**src/rtl/pic_cmd_sequencer_if.sv**
```systemverilog
// -----------------------------------------------------------------------------
// pic_cmd_sequencer_if
// Byte stream between the PIC command sequencer (master) and the PIC MCU byte
// serializer (slave).
//
// Signals:
//   byte_data  [7:0]  command byte, driven by the master
//   byte_valid        byte_data is valid, driven by the master
//   frame_last        byte_data is the final byte of its frame, driven by master
//   byte_ready        serializer can take byte_data, driven by the slave
//
// Handshake: a byte moves on every rising clock edge where byte_valid and
// byte_ready are both high. Once byte_valid is raised, byte_data and
// frame_last hold steady until that transfer; byte_valid never depends
// combinationally on byte_ready.
// -----------------------------------------------------------------------------
interface pic_cmd_sequencer_if;
    logic [7:0] byte_data;
    logic       byte_valid;
    logic       frame_last;
    logic       byte_ready;

    modport master (
        output byte_data,
        output byte_valid,
        output frame_last,
        input  byte_ready
    );

    modport slave (
        input  byte_data,
        input  byte_valid,
        input  frame_last,
        output byte_ready
    );
endinterface

```
**src/rtl/pic_cmd_sequencer.sv**
```systemverilog
// -----------------------------------------------------------------------------
// pic_cmd_sequencer
// Decides which command frame the PIC MCU serializer sends next. It debounces
// PTT, tracks IP address changes and bootloader requests, picks one source by
// priority (PTT > boot > IP), and streams the frame one byte at a time. Frames
// are separated by an enforced idle gap.
//
// Ports:
//   clock, reset   80 kHz clock, synchronous active-high reset
//   PTT_in         raw PTT level, already synchronised to clock
//   ip_addr[31:0]  IP address, IP1 = [31:24] .. IP4 = [7:0]
//   ip_valid       ip_addr is valid this cycle
//   boot_req       single-cycle bootloader request
//   byte_if        byte stream to the serializer (master side)
//   busy           FSM is not in IDLE
//   ptt_state      debounced PTT level
//   dbg_state_o    current FSM state (IDLE=0, LOAD=1, SEND=2, GAP=3)
// -----------------------------------------------------------------------------
module pic_cmd_sequencer #(
    parameter int DEBOUNCE_CYCLES = 400,
    parameter int GAP_CYCLES      = 80
) (
    input  logic                       clock,
    input  logic                       reset,
    input  logic                       PTT_in,
    input  logic [31:0]                ip_addr,
    input  logic                       ip_valid,
    input  logic                       boot_req,
    pic_cmd_sequencer_if.master        byte_if,
    output logic                       busy,
    output logic                       ptt_state,
    output logic [1:0]                 dbg_state_o
);

    typedef enum logic [1:0] {
        S_IDLE = 2'd0,
        S_LOAD = 2'd1,
        S_SEND = 2'd2,
        S_GAP  = 2'd3
    } state_t;

    localparam int DW = (DEBOUNCE_CYCLES > 1) ? $clog2(DEBOUNCE_CYCLES) : 1;
    localparam int GW = (GAP_CYCLES > 1) ? $clog2(GAP_CYCLES) : 1;
    localparam logic [DW-1:0] DEB_LAST = DW'(DEBOUNCE_CYCLES - 1);
    localparam logic [GW-1:0] GAP_LAST = GW'(GAP_CYCLES - 1);

    state_t        state_q;
    logic [DW-1:0] deb_cnt_q;
    logic [GW-1:0] gap_cnt_q;
    logic          ptt_state_q;
    logic          ptt_sent_q;
    logic [31:0]   last_ip_q;
    logic          ip_pend_q;
    logic          boot_pend_q;
    logic [7:0]    frame_buf_q [5];
    logic [2:0]    len_q;
    logic [2:0]    idx_q;
    logic [7:0]    byte_data_q;
    logic          byte_valid_q;
    logic          frame_last_q;

    logic ptt_pend;
    logic any_pend;
    logic load_ptt;
    logic load_boot;
    logic load_ip;
    logic ip_set;

    // Source selection. PTT pending is derived, so a PTT that returns to its
    // last-sent level before being served simply stops being pending.
    always_comb begin
        ptt_pend  = (ptt_state_q != ptt_sent_q);
        any_pend  = ptt_pend | boot_pend_q | ip_pend_q;
        load_ptt  = (state_q == S_LOAD) && ptt_pend;
        load_boot = (state_q == S_LOAD) && !ptt_pend && boot_pend_q;
        load_ip   = (state_q == S_LOAD) && !ptt_pend && !boot_pend_q && ip_pend_q;
        ip_set    = ip_valid && (ip_addr != last_ip_q);
    end

    always_ff @(posedge clock) begin
        if (reset) begin
            state_q      <= S_IDLE;
            deb_cnt_q    <= '0;
            gap_cnt_q    <= '0;
            ptt_state_q  <= 1'b0;
            ptt_sent_q   <= 1'b0;
            last_ip_q    <= '0;
            ip_pend_q    <= 1'b0;
            boot_pend_q  <= 1'b0;
            for (int i = 0; i < 5; i++) frame_buf_q[i] <= '0;
            len_q        <= '0;
            idx_q        <= '0;
            byte_data_q  <= '0;
            byte_valid_q <= 1'b0;
            frame_last_q <= 1'b0;
        end else begin
            // Debounce: any sample matching the current state restarts the count.
            if (PTT_in == ptt_state_q) begin
                deb_cnt_q <= '0;
            end else if (deb_cnt_q == DEB_LAST) begin
                ptt_state_q <= PTT_in;
                deb_cnt_q   <= '0;
            end else begin
                deb_cnt_q <= deb_cnt_q + DW'(1);
            end

            if (ip_valid) last_ip_q <= ip_addr;

            // A new request on the same edge as its LOAD wins over the clear.
            ip_pend_q   <= ip_set | (ip_pend_q & ~load_ip);
            boot_pend_q <= boot_req | (boot_pend_q & ~load_boot);

            case (state_q)
                S_IDLE: begin
                    if (any_pend) state_q <= S_LOAD;
                end

                S_LOAD: begin
                    idx_q        <= '0;
                    byte_valid_q <= 1'b1;
                    state_q      <= S_SEND;
                    if (load_ptt) begin
                        ptt_sent_q     <= ptt_state_q;
                        frame_buf_q[0] <= ptt_state_q ? 8'h05 : 8'h06;
                        byte_data_q    <= ptt_state_q ? 8'h05 : 8'h06;
                        len_q          <= 3'd1;
                        frame_last_q   <= 1'b1;
                    end else if (load_boot) begin
                        frame_buf_q[0] <= 8'h04;
                        byte_data_q    <= 8'h04;
                        len_q          <= 3'd1;
                        frame_last_q   <= 1'b1;
                    end else if (load_ip) begin
                        // Snapshot of the address as it stands now; later
                        // changes go out as a separate frame.
                        frame_buf_q[0] <= 8'h03;
                        frame_buf_q[1] <= last_ip_q[31:24];
                        frame_buf_q[2] <= last_ip_q[23:16];
                        frame_buf_q[3] <= last_ip_q[15:8];
                        frame_buf_q[4] <= last_ip_q[7:0];
                        byte_data_q    <= 8'h03;
                        len_q          <= 3'd5;
                        frame_last_q   <= 1'b0;
                    end else begin
                        byte_valid_q <= 1'b0;
                        state_q      <= S_IDLE;
                    end
                end

                S_SEND: begin
                    if (byte_if.byte_ready) begin
                        if (frame_last_q) begin
                            byte_valid_q <= 1'b0;
                            frame_last_q <= 1'b0;
                            byte_data_q  <= '0;
                            gap_cnt_q    <= '0;
                            state_q      <= S_GAP;
                        end else begin
                            // Next byte follows with no bubble.
                            idx_q        <= idx_q + 3'd1;
                            byte_data_q  <= frame_buf_q[idx_q + 3'd1];
                            frame_last_q <= ((idx_q + 3'd2) == len_q);
                        end
                    end
                end

                S_GAP: begin
                    if (gap_cnt_q == GAP_LAST) begin
                        state_q <= S_IDLE;
                    end else begin
                        gap_cnt_q <= gap_cnt_q + GW'(1);
                    end
                end

                default: state_q <= S_IDLE;
            endcase
        end
    end

    assign byte_if.byte_data  = byte_data_q;
    assign byte_if.byte_valid = byte_valid_q;
    assign byte_if.frame_last = frame_last_q;
    assign busy               = (state_q != S_IDLE);
    assign ptt_state          = ptt_state_q;
    assign dbg_state_o        = state_q;

endmodule

```
**src/flat_wrapper.sv**
```systemverilog
// flat-port wrapper written by rule: the top's interface ports become plain ports
module pic_cmd_sequencer_flat 
#(
    parameter int DEBOUNCE_CYCLES = 400,
    parameter int GAP_CYCLES      = 80
)
  (clock, reset, PTT_in, ip_addr, ip_valid, boot_req, busy, ptt_state, dbg_state_o, byte_if_byte_data, byte_if_byte_valid, byte_if_frame_last, byte_if_byte_ready);
  pic_cmd_sequencer_if byte_if_i ();
  input  logic clock;
  input  logic reset;
  input  logic PTT_in;
  input  logic [31:0] ip_addr;
  input  logic ip_valid;
  input  logic boot_req;
  output logic busy;
  output logic ptt_state;
  output logic [1:0] dbg_state_o;
  output wire logic [$bits(byte_if_i.byte_data)-1:0] byte_if_byte_data;
  output wire logic [$bits(byte_if_i.byte_valid)-1:0] byte_if_byte_valid;
  output wire logic [$bits(byte_if_i.frame_last)-1:0] byte_if_frame_last;
  input wire logic [$bits(byte_if_i.byte_ready)-1:0] byte_if_byte_ready;
  assign byte_if_byte_data = byte_if_i.byte_data;
  assign byte_if_byte_valid = byte_if_i.byte_valid;
  assign byte_if_frame_last = byte_if_i.frame_last;
  assign byte_if_i.byte_ready = byte_if_byte_ready;
  pic_cmd_sequencer #(.DEBOUNCE_CYCLES(DEBOUNCE_CYCLES), .GAP_CYCLES(GAP_CYCLES)) u_core (.clock(clock), .reset(reset), .PTT_in(PTT_in), .ip_addr(ip_addr), .ip_valid(ip_valid), .boot_req(boot_req), .byte_if(byte_if_i), .busy(busy), .ptt_state(ptt_state), .dbg_state_o(dbg_state_o));
endmodule
```
**config.mk**
```make
export PLATFORM = sky130hd
export DESIGN_NAME = pic_cmd_sequencer_flat
export DESIGN_NICKNAME = d
export VERILOG_FILES = /design/src/rtl/pic_cmd_sequencer_if.sv /design/src/rtl/pic_cmd_sequencer.sv /design/src/flat_wrapper.sv
export SDC_FILE = /design/constraint.sdc
export NUM_CORES = 1
export LEC_CHECK = 0
export ABC_AREA = 0
export BUFFER_PORTS_ARGS = -buffer_cell sky130_fd_sc_hd__buf_2
export CORE_UTILIZATION = 41
export DETAILED_ROUTE_END_ITERATION = 8
export PLACE_DENSITY_LB_ADDON = 0.2
export SLEW_MARGIN = 20
export SYNTH_ARGS = -nofsm -noshare
export SYNTH_HDL_FRONTEND = slang
export SYNTH_SLANG_ARGS = --single-unit
```
**constraint.sdc**
```tcl
create_clock -name clock -period 4 [get_ports clock]
set_input_delay 0.8 -clock clock [delete_from_list [all_inputs] [get_ports clock]]
set_output_delay 0.8 -clock clock [all_outputs]
set_load 0.02 [all_outputs]
```
# After elaboration in Yosys (flattened, before gate mapping)
# Memories as Yosys holds them, arrays and structs flattened.
# Cells that the tools add are included.
[op_classes]
addsub = 4
eq_ne = 16
muxes = 60
bitwise = 16
n_reduce_logical = 22
[op_table]
columns = ["operator", "n"]
rows = [
  ["$mux W8", 12],
  ["$ne A32 B32 Y1", 1],
  ["$mux W1", 26],
  ["$mux W7", 3],
  ["$mux W2", 8],
  ["$pmux W8 S2", 1],
  ["$mux W3", 5],
  ["$pmux W7 S2", 1],
  ["$or A1 B1 Y1", 11],
  ["$add A9 B1 Y9 const B", 1],
  ["$eq A9 B9 Y1 const B", 1],
  ["$reduce_and A3 Y1", 3],
  ["$pmux W2 S4", 1],
  ["$reduce_and A4 Y1", 2],
  ["$add A7 B1 Y7 const B", 1],
  ["$eq A7 B7 Y1 const B", 1],
  ["$logic_and A1 B1 Y1", 6],
  ["$ne A2 B1 Y1 const B", 3],
  ["$ne A2 B2 Y1 const B", 3],
  ["$pmux W3 S2", 1],
  ["$reduce_and A2 Y1", 3],
  ["$reduce_bool A2 Y1", 3],
  ["$eq A2 B2 Y1 const B", 2],
  ["$ne A4 B1 Y1 const B", 1],
  ["13 further kinds", 18],
]
[word_totals]
register_bits = 70
ram_bits = 40
in_bits = 38
n_memories = 1
[memory_table]
columns = ["name", "depth", "width", "rd", "rd_ports_with_merged_regs", "write_ports", "line", "text"]
rows = [
  ["u_core.frame_buf_q", 5, 8, 1, 0, 5, "pic_cmd_sequencer.sv:55", "logic [7:0] frame_buf_q [5];"],
]

# Longest topological paths before layout
[depth]
depth_word = 12
mapped_depth = 9
ltp_nobuf = 7

# Worst setup path after synthesis
# No wires, ideal clock.
[synth_path]
path_kind = "register to register"
startpoint = "register u_core.state_q[0] (netlist: u_core.dbg_state_o[0])"
endpoint = "memory u_core.frame_buf_q[1][0], enable pin"
setup_ns = 0.428
arrival_time_ns = 2.774
path_slack_ns = 0.798
path_stages_with_launch = 5
n_path_buf = 1
period_less_slack_ns = 3.202
cell_sequence = "dfxtp_1 -> ha_1 -> buf_1 -> nand2_1 -> o21bai_1"
[synth_lines]
columns = ["element", "line", "text"]
rows = [
  ["from (decl)", "pic_cmd_sequencer.sv:47", "state_t state_q;"],
  ["from (signal assigned)", "pic_cmd_sequencer.sv:82", "state_q <= S_IDLE;"],
  ["from (signal assigned)", "pic_cmd_sequencer.sv:115", "if (any_pend) state_q <= S_LOAD;"],
  ["from (signal assigned)", "pic_cmd_sequencer.sv:121", "state_q <= S_SEND;"],
  ["to (decl)", "pic_cmd_sequencer.sv:55", ""],
]

# Worst setup path in the final report
[layout_path]
startpoint = "register u_core.idx_q[0]"
endpoint = "register u_core.byte_data_q[0] (netlist: u_core.byte_if.byte_data[0])"
[layout_between]
elab_chain_cells = 5
[layout_rtl]
columns = ["element", "line", "text"]
rows = [
  ["from (decl)", "pic_cmd_sequencer.sv:57", "logic [2:0] idx_q;"],
  ["from (signal assigned)", "pic_cmd_sequencer.sv:160", "idx_q <= idx_q + 3'd1;"],
  ["$add A3 B1 Y3", "pic_cmd_sequencer.sv:161", "byte_data_q <= frame_buf_q[idx_q + 3'd1];"],
  ["$mem_v2 Z5 W8", "n/a", ""],
  ["$mux W8", "pic_cmd_sequencer.sv:152", "if (frame_last_q) begin"],
  ["$mux W8", "pic_cmd_sequencer.sv:151", "if (byte_if.byte_ready) begin"],
  ["$pmux W8 S2", "pic_cmd_sequencer.sv:113", "case (state_q)"],
  ["to (signal assigned)", "pic_cmd_sequencer.sv:125", "byte_data_q <= ptt_state_q ? 8'h05 : 8'h06;"],
  ["to (signal assigned)", "pic_cmd_sequencer.sv:161", ""],
  ["to (decl)", "pic_cmd_sequencer.sv:58", "logic [7:0] byte_data_q;"],
]
# No other way between the ends. The select of a mux whose other input is x is not followed.
# A chain may end at the register's enable or synchronous reset.

==> flow_metrics.env <==
export IMPL_antenna_found_initial=0
export IMPL_ios=52
export IMPL_numCtsBuffers=9
export IMPL_grt_usage_pct=16.6
export IMPL_die_h_um=110
export IMPL_worst_r2r_endpoint="u_core.byte_if.byte_data[0]"
export IMPL_drive_gt1_share_pct=17.3
export IMPL_cp_max_fo=17
export IMPL_crit_path_end="u_core.byte_if.byte_data[0]"
export IMPL_regToRegSetupSlack_ns=1.46
export IMPL_area_growth_pct=13.5
export IMPL_tns_ns=0
export IMPL_syn_area_um2=4790
export IMPL_hold_class="reg -> reg"
export IMPL_cts_resized=0
export IMPL_finalSetupViolCount=0
export IMPL_cts_tree="yes"
export IMPL_chipWidth_um=110
export IMPL_p_per_area_nw_per_um2=444
export IMPL_maxCapViolCount=0
export IMPL_synth_edf_count=35
export IMPL_seq_area_frac_synth_pct=50.8
export IMPL_cp_data_arrival_time_ns=2.74
export IMPL_postLayoutCoreUtil_pct=47.6
export IMPL_placed_cell_area_um2=5130
export IMPL_worstSetupPathType="reg -> reg"
export IMPL_syn_nets=496
export IMPL_path_clk_slew_ns=0.07
export IMPL_crit_path_end_kind="flop"
export IMPL_dpl_hpwl_um=6710
export IMPL_cts_setup_buffers=0
export IMPL_dr_pass1_iters=4
export IMPL_netlist_top_cells_area="dfxtp_1 29%, edfxtp_1 22%, mux2i_1 8.4%"
export IMPL_outcome="finished clean"
export IMPL_syn_inst=451
export IMPL_worstMarginPinSlew_ns=1.02
export IMPL_start_kind="flop"
export IMPL_io_buffers=51
export IMPL_rsz0062_at_grt="false"
export IMPL_synthArstFlopShare_pct=0
export IMPL_synth_top_area_share_pct=28.9
export IMPL_synth_fa_ha_area_share_pct=2.67
export IMPL_min_period_ns=2.54
export IMPL_reg2reg_from="u_core.idx_q[0]"
export IMPL_register_area_um2=2430
export IMPL_cts_hold_buffers_added=0
export IMPL_r2r_cells=5
export IMPL_yosys_area_share_simple_pct=16.5
export IMPL_ant_nets=0
export IMPL_dp_cells=624
export IMPL_synthFlopType="dfxtp_1"
export IMPL_vias=3252
export IMPL_synth_cell_types=47
export IMPL_clk_latency_ns=0.35
export IMPL_avgRoutedWirePerCell_um=14.7
export IMPL_clock_skew_ns=0.0109
export IMPL_htreeDepth=3
export IMPL_n_fill_cell=1103
export IMPL_synth_compound_area_share_pct=7.50
export IMPL_relSlewSlack_pct=31.2
export IMPL_first_global_vias=3182
export IMPL_clockBufferDepth=2
export IMPL_grt_max_degree=34
export IMPL_core_area_um2=11400
export IMPL_cts_root_buf="clkbuf_16"
export IMPL_multi_input_area_um2=2220
export IMPL_clock_sinks=104
export IMPL_leakagePower_uw=0.00224
export IMPL_drc=0
export IMPL_yosysTopAreaCell="dfxtp_1"
export IMPL_fin_area_um2=5430
export IMPL_crit_start="u_core.idx_q[0]"
export IMPL_synth_xor_area_share_pct=9.12
export IMPL_routed_wl_um=9410
export IMPL_synth_top_family_by_area="simple AND/OR/NAND/NOR gates"
export IMPL_synth_warnings=0
export IMPL_gr_total_overflow=0
export IMPL_irDropWorstVdd_v=0.000308
export IMPL_layout_cells_non_filler=640
export IMPL_p_total_uw=2410
export IMPL_die_area_um2=12100
export IMPL_fin_crit_sh_pct=63.4
export IMPL_antenna_cells=0
export IMPL_nets=537
export IMPL_drtIter0Drc=161
export IMPL_start_util_pct=41.9
export IMPL_syn_area_per_cell_um2=10.6
export IMPL_max_clock_freq_mhz=394
export IMPL_final_hold_viol_count=0
export IMPL_viasPerCell=5.08
export IMPL_cp_required_ns=4.21
export IMPL_maxSlewViolCount=0
export IMPL_ys_seq_elements=104
export IMPL_synthMuxAreaShare_pct=10.5
export IMPL_grt_pass1_wl_um=15100
export IMPL_place_gp_congestion=0.802
export IMPL_rows=39
-- synth_stat cells, types with 3 or more instances --
library cell,instances
dfxtp_1,69
and2_1,32
and3_1,5
edfxtp_1,35
mux2i_1,40
mux4_2,3
o21ai_0,4
ha_1,7
nand2_1,14
nor2b_1,4
a211oi_2,3
nand3_1,14
a21oi_1,20
nor3_1,4
mux2_2,3
xnor2_1,7
xor2_1,41
nand4_1,7
o2111ai_1,5
buf_2,8
buf_1,3
o211ai_1,5
nor4_1,8
inv_1,9
clkbuf_1,9
nor2_1,64
maj3_1,4
-- power by group --
part	switching [uW]	leakage (uW)	internal, uW
sequential	51.0	0.000929	1160
combinational	203	0.00117	128
clock	414	0.000144	455
total	668	0.00224	1750
-- worst max-delay path: stages, from the launching register on --
cell,delay [ns]
dfxtp_1,0.52
ha_1,0.35
xnor2_1,0.81
mux2_2,0.43
a211oi_2,0.22
nor3_1,0.07
-- routing by layer --
layer  vias to the layer above  share of wire [%]  track usage [%]
met2                        50                 48             28.0
met3                         8                3.5             4.06
met1                      1535                 48             20.8
li1                       1659                  -                -
met5                         -                  0                0
met4                         0                1.1             5.05
-- final cells by class --
class                   count  share of cell area, %
multi-input cells         315                   40.9
repair buffers             53                   4.98
clock inverters             6                   1.04
inverters                   9                  0.622
clock buffers              10                   4.40
flip-flops and latches    104                   44.8
well taps                 143                   3.29
-- stage by stage --
step | worst slack, ns | hold WS (ns)
2_1_floorplan | 0.798 | 0.418
3_3_place_gp | 1.37 | 0.431
3_5_place_dp | 1.33 | 0.445
4_1_cts | 1.41 | 0.460
5_1_grt | 1.22 | 0.480
6_report | 1.46 | 0.455
-- how the worst min path moves through the flow --
stage | to | from | cells past startpoint | slack [ns]
finish | u_core.byte_if.byte_data[5] | u_core.byte_if.byte_data[5] | 2 | 0.45
global route | u_core.deb_cnt_q[0] | u_core.deb_cnt_q[0] | 1 | 0.48
CTS | u_core.byte_if.byte_data[5] | u_core.byte_if.byte_data[5] | 2 | 0.46
detailed placement | u_core.deb_cnt_q[0] | u_core.deb_cnt_q[0] | 1 | 0.44
global placement | u_core.deb_cnt_q[0] | u_core.deb_cnt_q[0] | 1 | 0.43
floorplan | u_core.deb_cnt_q[0] | u_core.deb_cnt_q[0] | 1 | 0.42
-- flip-flops by register name, indices dropped and copies added, names as in the netlist, 2 cells and up, named ones only --
register and count:
u_core.idx_q 3, u_core.len_q 2, u_core.gap_cnt_q 7, u_core.byte_if.byte_data 8, u_core.frame_buf_q 35, u_core.last_ip_q 32
u_core.deb_cnt_q 9
-- placed cells by master (no fill, tap or decap), drive strengths merged, types with 2 or more instances in the layout --
cell type	count
xnor2	7
clkbuf	10
inv	14
a211oi	5
nand3	14
buf	53
nor4	8
nand2	14
edfxtp	35
a311oi	2
a21o	2
o211ai	5
and3	5
mux2i	40
nor2b	4
a21oi	21
mux2	3
xor2	42
nor3	5
o21ai	4
and2	32
nor2	65
mux4	3
o2111ai	5
nand2b	2
dfxtp	69
ha	7
maj3	4
nand4	7
-- cells by family after synthesis --
kind of cell	count (synthesis)
fa+ha+maj	11
simple gates	158
buf+inv	32
xor+xnor	49
compound gates	51
mux	46
flops	104
Power figures use the tool's default switching activity.
